`config.mk`:
```
export PLATFORM = sky130hd
export DESIGN_NAME = clk_div_gen_flat
export DESIGN_NICKNAME = d
export VERILOG_FILES = /design/src/rtl/clk_div_gen_if.sv /design/src/rtl/clk_div_gen.sv /design/src/flat_wrapper.sv
export SDC_FILE = /design/constraint.sdc
export NUM_CORES = 1
export LEC_CHECK = 0
export CORE_ASPECT_RATIO = 1.25
export CORE_MARGIN = 4
export CORE_UTILIZATION = 62
export CTS_CLUSTER_SIZE = 30
export DETAILED_ROUTE_END_ITERATION = 10
export HOLD_SLACK_MARGIN = 0.1
export PLACE_DENSITY = 0.86
export SLEW_MARGIN = 40
export SYNTH_ARGS = -nofsm -noshare
export SYNTH_HDL_FRONTEND = slang
export SYNTH_SLANG_ARGS = --single-unit
```
`constraint.sdc`:
```
create_clock -name clk -period 9.3 [get_ports clk]
set_input_delay 2.325 -clock clk [delete_from_list [all_inputs] [get_ports clk]]
set_output_delay 2.325 -clock clk [all_outputs]
set_load 0.01 [all_outputs]
```
`src/rtl/clk_div_gen_if.sv`:
```
`default_nettype none
// ============================================================================
// Module      : clk_div_gen_if
// Description : Control/status bundle for the clk_div_gen divider.
//               master : the controller (drives en/div_ratio/load/cnt_clr,
//                        observes clk_out/tick/cycle_count/busy)
//               slave  : the divider itself
//               With CLK_DIV_TERMINAL_EN defined the bundle also carries
//               max_cycles (master -> slave) and done (slave -> master).
// Revision    : 1.0 - initial release
// ============================================================================
interface clk_div_gen_if #(
    parameter int CNT_W = 16,
    parameter int CYC_W = 32
) ();
    logic             en;
    logic [CNT_W-1:0] div_ratio;
    logic             load;
    logic             cnt_clr;
    logic             clk_out;
    logic             tick;
    logic [CYC_W-1:0] cycle_count;
    logic             busy;
`ifdef CLK_DIV_TERMINAL_EN
    logic [CYC_W-1:0] max_cycles;
    logic             done;

    modport master (
        output en, div_ratio, load, cnt_clr, max_cycles,
        input  clk_out, tick, cycle_count, busy, done
    );
    modport slave (
        input  en, div_ratio, load, cnt_clr, max_cycles,
        output clk_out, tick, cycle_count, busy, done
    );
`else
    modport master (
        output en, div_ratio, load, cnt_clr,
        input  clk_out, tick, cycle_count, busy
    );
    modport slave (
        input  en, div_ratio, load, cnt_clr,
        output clk_out, tick, cycle_count, busy
    );
`endif
endinterface
`default_nettype wire

```
`src/rtl/clk_div_gen.sv`:
```
`default_nettype none
// ============================================================================
// Module      : clk_div_gen
// Description : Programmable clock divider / clock-enable generator.
//               Divides clk by a runtime ratio N (values below 2 become 2),
//               producing a registered divided clock, a one-cycle tick at
//               each output period start and a saturating period counter.
//               Stopping is graceful: the running period always completes.
// Ports       : clk  - system clock, all logic on posedge
//               rst  - synchronous reset, active high
//               bus  - clk_div_gen_if.slave:
//                      en, div_ratio, load, cnt_clr            (inputs)
//                      clk_out, tick, cycle_count, busy        (outputs)
// Options     : CLK_DIV_TERMINAL_EN - adds max_cycles input and done output;
//               the run stops by itself once cycle_count hits max_cycles.
// Revision    : 1.0 - initial release
// ============================================================================
module clk_div_gen #(
    parameter int CNT_W   = 16,
    parameter int CYC_W   = 32,
    parameter int DEF_DIV = 4
) (
    input  wire logic    clk,
    input  wire logic    rst,
    clk_div_gen_if.slave bus
);

    localparam logic [1:0]       c_IDLE    = 2'd0;
    localparam logic [1:0]       c_RUN     = 2'd1;
    localparam logic [1:0]       c_STOP    = 2'd2;
    localparam logic [CNT_W-1:0] c_DIV_MIN = CNT_W'(2);
    localparam logic [CNT_W-1:0] c_DEF_DIV = CNT_W'(DEF_DIV);
    localparam logic [CNT_W-1:0] c_ONE     = CNT_W'(1);
    localparam logic [CYC_W-1:0] c_CYC_MAX = '1;

    // Registered state
    logic [1:0]       r_state;
    logic [CNT_W-1:0] r_cnt;
    logic [CNT_W-1:0] r_ratio;
    logic [CNT_W-1:0] r_shadow;
    logic             r_pending;
    logic             r_clk_out;
    logic             r_tick;
    logic             r_busy;
    logic [CYC_W-1:0] r_count;

    // Next-state values
    logic [1:0]       w_state_nxt;
    logic [CNT_W-1:0] w_cnt_nxt;
    logic [CNT_W-1:0] w_ratio_nxt;
    logic [CNT_W-1:0] w_shadow_nxt;
    logic             w_pending_nxt;
    logic             w_clk_out_nxt;
    logic             w_tick_nxt;
    logic             w_busy_nxt;
    logic [CYC_W-1:0] w_count_nxt;

    logic [CNT_W-1:0] w_load_val;
    logic             w_last;
    logic [CNT_W:0]   w_high;
    logic             w_go;
    logic             w_run;

    // Clamp happens on the way into the ratio registers, so the counter
    // never sees N < 2.
    assign w_load_val = (bus.div_ratio < c_DIV_MIN) ? c_DIV_MIN : bus.div_ratio;
    assign w_last     = (r_cnt == (r_ratio - c_ONE));

    // High time is computed from the ratio that governs the next cycle, so a
    // ratio switched in at a boundary shapes its first period correctly.
    assign w_high = ({1'b0, w_ratio_nxt} + {{CNT_W{1'b0}}, 1'b1}) >> 1;

`ifdef CLK_DIV_TERMINAL_EN
    logic r_done;
    logic r_en_d;
    logic w_done_nxt;
    logic w_hit;

    assign w_hit = (bus.max_cycles != '0) && (r_count == bus.max_cycles);
    // After a limit stop, only a fresh 0->1 of en may start a new run.
    assign w_go  = bus.en && !(r_done && r_en_d);
    assign w_run = bus.en && !w_hit;
    assign bus.done = r_done;
`else
    assign w_go  = bus.en;
    assign w_run = bus.en;
`endif

    // ------------------------------------------------------------------
    // State register
    // ------------------------------------------------------------------
    always_ff @(posedge clk) begin
        if (rst) begin
            r_state   <= c_IDLE;
            r_cnt     <= '0;
            r_ratio   <= c_DEF_DIV;
            r_shadow  <= c_DEF_DIV;
            r_pending <= 1'b0;
            r_clk_out <= 1'b0;
            r_tick    <= 1'b0;
            r_busy    <= 1'b0;
            r_count   <= '0;
`ifdef CLK_DIV_TERMINAL_EN
            r_done    <= 1'b0;
            r_en_d    <= 1'b0;
`endif
        end else begin
            r_state   <= w_state_nxt;
            r_cnt     <= w_cnt_nxt;
            r_ratio   <= w_ratio_nxt;
            r_shadow  <= w_shadow_nxt;
            r_pending <= w_pending_nxt;
            r_clk_out <= w_clk_out_nxt;
            r_tick    <= w_tick_nxt;
            r_busy    <= w_busy_nxt;
            r_count   <= w_count_nxt;
`ifdef CLK_DIV_TERMINAL_EN
            r_done    <= w_done_nxt;
            r_en_d    <= bus.en;
`endif
        end
    end

    // ------------------------------------------------------------------
    // Next-state logic: FSM, period counter, ratio shadowing
    // ------------------------------------------------------------------
    always_comb begin
        w_state_nxt   = r_state;
        w_cnt_nxt     = r_cnt;
        w_ratio_nxt   = r_ratio;
        w_shadow_nxt  = r_shadow;
        w_pending_nxt = r_pending;

        case (r_state)
            c_IDLE: begin
                w_cnt_nxt = '0;
                if (w_go) begin
                    w_state_nxt = c_RUN;
                end
            end
            c_RUN, c_STOP: begin
                if (w_last) begin
                    w_cnt_nxt = '0;
                    // STOP always finishes into IDLE, even if en came back
                    // on the final cycle of the period.
                    w_state_nxt = ((r_state == c_RUN) && w_run) ? c_RUN : c_IDLE;
                end else begin
                    w_cnt_nxt   = r_cnt + c_ONE;
                    w_state_nxt = w_run ? c_RUN : c_STOP;
                end
            end
            default: begin
                w_state_nxt = c_IDLE;
                w_cnt_nxt   = '0;
            end
        endcase

        if (r_state == c_IDLE) begin
            if (bus.load) begin
                w_shadow_nxt  = w_load_val;
                w_ratio_nxt   = w_load_val;
                w_pending_nxt = 1'b0;
            end
        end else begin
            if (bus.load) begin
                w_shadow_nxt  = w_load_val;
                w_pending_nxt = 1'b1;
            end
            // A load landing on the boundary cycle itself is the newest
            // value, so it takes effect directly.
            if (w_last) begin
                if (bus.load) begin
                    w_ratio_nxt = w_load_val;
                end else if (r_pending) begin
                    w_ratio_nxt = r_shadow;
                end
                w_pending_nxt = 1'b0;
            end
        end
    end

    // ------------------------------------------------------------------
    // Output logic (values registered alongside the counter)
    // ------------------------------------------------------------------
    always_comb begin
        w_busy_nxt    = (w_state_nxt != c_IDLE);
        w_clk_out_nxt = (w_state_nxt != c_IDLE) && ({1'b0, w_cnt_nxt} < w_high);
        // A period starts either on leaving IDLE or on a RUN wrap.
        w_tick_nxt    = (w_state_nxt == c_RUN) && ((r_state == c_IDLE) || w_last);

        if (bus.cnt_clr) begin
            // Clear and a coincident period start: keep the new edge.
            w_count_nxt = w_tick_nxt ? CYC_W'(1) : '0;
        end else if (w_tick_nxt && (r_count != c_CYC_MAX)) begin
            w_count_nxt = r_count + CYC_W'(1);
        end else begin
            w_count_nxt = r_count;
        end

`ifdef CLK_DIV_TERMINAL_EN
        if ((r_state == c_IDLE) && w_go) begin
            w_done_nxt = 1'b0;
        end else if ((r_state != c_IDLE) && (w_state_nxt == c_IDLE) && w_hit) begin
            w_done_nxt = 1'b1;
        end else begin
            w_done_nxt = r_done;
        end
`endif
    end

    assign bus.clk_out     = r_clk_out;
    assign bus.tick        = r_tick;
    assign bus.busy        = r_busy;
    assign bus.cycle_count = r_count;

endmodule
`default_nettype wire
```
`src/flat_wrapper.sv`:
```
// flat-port wrapper written by rule: the top's interface ports become plain ports
module clk_div_gen_flat 
#(
    parameter int CNT_W   = 16,
    parameter int CYC_W   = 32,
    parameter int DEF_DIV = 4
)
  (clk, rst, bus_en, bus_div_ratio, bus_load, bus_cnt_clr, bus_clk_out, bus_tick, bus_cycle_count, bus_busy);
  clk_div_gen_if #(.CNT_W(CNT_W), .CYC_W(CYC_W)) bus_i ();
  input  wire logic clk;
  input  wire logic rst;
  input wire logic [$bits(bus_i.en)-1:0] bus_en;
  input wire logic [$bits(bus_i.div_ratio)-1:0] bus_div_ratio;
  input wire logic [$bits(bus_i.load)-1:0] bus_load;
  input wire logic [$bits(bus_i.cnt_clr)-1:0] bus_cnt_clr;
  output wire logic [$bits(bus_i.clk_out)-1:0] bus_clk_out;
  output wire logic [$bits(bus_i.tick)-1:0] bus_tick;
  output wire logic [$bits(bus_i.cycle_count)-1:0] bus_cycle_count;
  output wire logic [$bits(bus_i.busy)-1:0] bus_busy;
  assign bus_i.en = bus_en;
  assign bus_i.div_ratio = bus_div_ratio;
  assign bus_i.load = bus_load;
  assign bus_i.cnt_clr = bus_cnt_clr;
  assign bus_clk_out = bus_i.clk_out;
  assign bus_tick = bus_i.tick;
  assign bus_cycle_count = bus_i.cycle_count;
  assign bus_busy = bus_i.busy;
  clk_div_gen #(.CNT_W(CNT_W), .CYC_W(CYC_W), .DEF_DIV(DEF_DIV)) u_core (.clk(clk), .rst(rst), .bus(bus_i));
endmodule
```
==> flow_summary.toml <==
[setup_path]
r2r_cells = 26
worstPathRequired_ns = 9.60
crit_family = "compound AO/OA/AOI/OAI gates"
cp-start-kind = "input pin"
r2r_slack_ns = 3.23
end_kind = "register"
slowest_delay_ns = 0.45
worstPathArrival_ns = 7.20
crit_path_start = "bus_load"
r2r-start = "u_core.r_ratio[0]"
crit_buf_inv = 6
r2r_end = "u_core.bus.clk_out"
cp_max_fo = 32
critical_path_class = "in -> reg"
slowest_stage = "clkdlybuf4s50_1"

[sta]
tightestPinTransition_ns = 0.847
fin_crit_sh_pct = 74.2
slew_headroom_pct = 43.1
rsz0062_at_grt = "false"
fmax_mhz = 145
clock_skew_ns = 0.00878
report.final.slew_viol_count = 0
hold_violations = 0
fin_crit_ns = 6.90
hold_slack_ns = 0.466
fin_tns_setup_ns = 0
setup_viol = 0

[clocking]
postCtsHoldBufs = 0
ctsResizeCount = 0
clk_latency_ns = 0.37
clockBufferDepth = 2
postCtsSetupBuffers = 0
htreeDepth = 3
clk_transition_reported_paths_ns = 0.08
cts_num_sinks = 86
clock-root-buffer = "clkbuf_8"
numCtsBuffers = 9
cts_tree = "yes"

[floorplan]
die_h_um = 114
coreArea_sq_um = 8750
die-area_sq_um = 10600
start_util_pct = 63.8
rows = 38
die_w_um = 92.9
io_pins = 56

[synth]
ys_warn_count = 0
async_flop_share_pct = 0
synth_area_sq_um = 5580
synth_cell_types = 60
syn_avg_cell_area_sq_um = 8.00
syn-num-nets = 741
yosys_register_bits = 86
ys.flop_type = "dfxtp_1"
synth_edf_count = 0
ys_seq_area_share_pct = 30.8
syn_inst = 698

[final_layout]
fin_util_pct = 71.9
area_delta_synth_final_pct = 12.6
drive_above_1_share_pct = 8.04
layout.cells.non_filler = 854
antenna-diode-count = 0
finish.net_count = 775
fillCellCount = 739

[min_path]
holdPathEnd = "u_core.r_shadow[15]"
worst_hold_startpoint = "u_core.r_shadow[15]"
worstHoldPathType = "reg -> reg"
hold_depth = 2

[power]
powerDensity_nw_per_um2 = 151
ir_worst_vdd_v = 0.0000939
p_leak_nw = 2.26

[placed_design]
gp_congestion = 0.926
place_inst = 841
io_buffers = 55
dp_hpwl_um = 10600

[job]
max_cap_violations = 0

[detailed_routing]
drtAntennaViolNets = 0
wl_per_cell_um = 16.9
drt_iter0_markers = 438
drc = 0
num_vias = 5224
routed_wl_um = 14500
firstDrtPassIters = 5
vias_per_cell = 6.12

[global_route]
globalRouteTotalUtil_pct = 27.8
grt_pass1_vias = 4977
grt_pass1_wl_um = 23800
grt_overflow_total = 0
grt_antenna_before_repair = 0
grt_max_degree = 58

[run_status]
status = "completed"
## cells by family after synthesis
kind of cell	Yosys count	synth area share (%)
mux	27	4.91
buf+inv	55	4.46
fa+ha+maj	22	4.93
flops	86	30.8
simple gates	336	32.0
compound gates	102	11.7
xor+xnor	70	11.2
## registers in the layout, summed over array words and instances, names as in the netlist
signal and flops:
u_core.r_state 2, u_core.bus.clk_out 1, u_core.bus.tick 1, u_core.r_cnt 16, u_core.bus.cycle_count 32, u_core.r_pending 1, u_core.r_ratio 16, u_core.r_shadow 16
u_core.bus.busy 1
## tightest hold or removal path, stage by stage, from the launching register on
cell and delay (ns):
dfxtp_1 0.32, nand2_1 0.05, a21oi_1 0.06
## cell usage in the layout (no fill, tap or decap), drive strengths merged, types with 7 or more instances in the layout
cell and instances:
nor4 25, nand4 12, nor2 105, xor2 20
inv 17, clkbuf 11, clkdlybuf4s50 54, o21ai 22
a21oi 32, or3 7, xnor2 49, mux2i 24
and3 9, nor3 42, nor2b 7, nand2 71
dfxtp 86, nand3 30, a21o 8, ha 22
## where the power goes
| part | switching, W | internal (W) |
|---|---|---|
| logic | 0.000184 | 0.000113 |
| registers | 0.0000347 | 0.000388 |
| clock network | 0.000137 | 0.0000926 |
## worst max path at each step
stage,cells after the start,slack [ns],end
5_1_grt,26,2.03,u_core.bus.clk_out
3_5_place_dp,26,2.11,u_core.bus.clk_out
4_1_cts,26,2.47,u_core.bus.clk_out
6_report,26,2.40,u_core.bus.clk_out
3_3_place_gp,26,2.28,u_core.bus.clk_out
2_1_floorplan,23,3.47,u_core.bus.clk_out
## Yosys cell counts, drive strengths merged (11+ instances only)
cell    number  area share (%)
a21oi       32             2.9
buf         11             1.5
clkbuf      26             1.7
dfxtp       86              31
ha          22             4.9
inv         17             1.1
mux2i       24             4.3
nand2       71             4.8
nand3       30             2.8
nand4       12             1.5
nor2       105             7.1
nor3        42             4.8
nor4        25             4.6
o21ai       22             2.0
xnor2       49             7.7
xor2        20             3.1
## per-stage QoR
| stage | setup slack [ns] | cell area (sq um) | total power (W) |
|---|---|---|---|
| CTS | 2.47 | 6290 | 0.000945 |
| global placement | 2.28 | 6130 | 0.000711 |
| finish | 2.40 | 6290 | 0.000950 |
| floorplan | 3.47 | 5580 | 0.000644 |
| global route | 2.03 | 6290 | 0.000996 |
| detailed placement | 2.11 | 6140 | 0.000721 |
## layer usage
layer  up-vias  wire length (um)  GRT usage [%]
met2       202              7290           49.4
met5         -                 0              0
li1       2517                 -              -
met3        42               740           3.62
met4         0               526           13.3
met1      2463              5910           33.0
## cell type report
type                    count  area (sq um)  area share [%]
inverters                  18          67.6            1.07
clock buffers              11           131            2.09
repair buffers             60           586            9.32
multi-input cells         557          3620            57.5
well taps                 120           150            2.39
flip-flops and latches     86          1720            27.4
clock inverters             2          12.5           0.199
No activity file was read; power rests on OpenSTA's default activity.
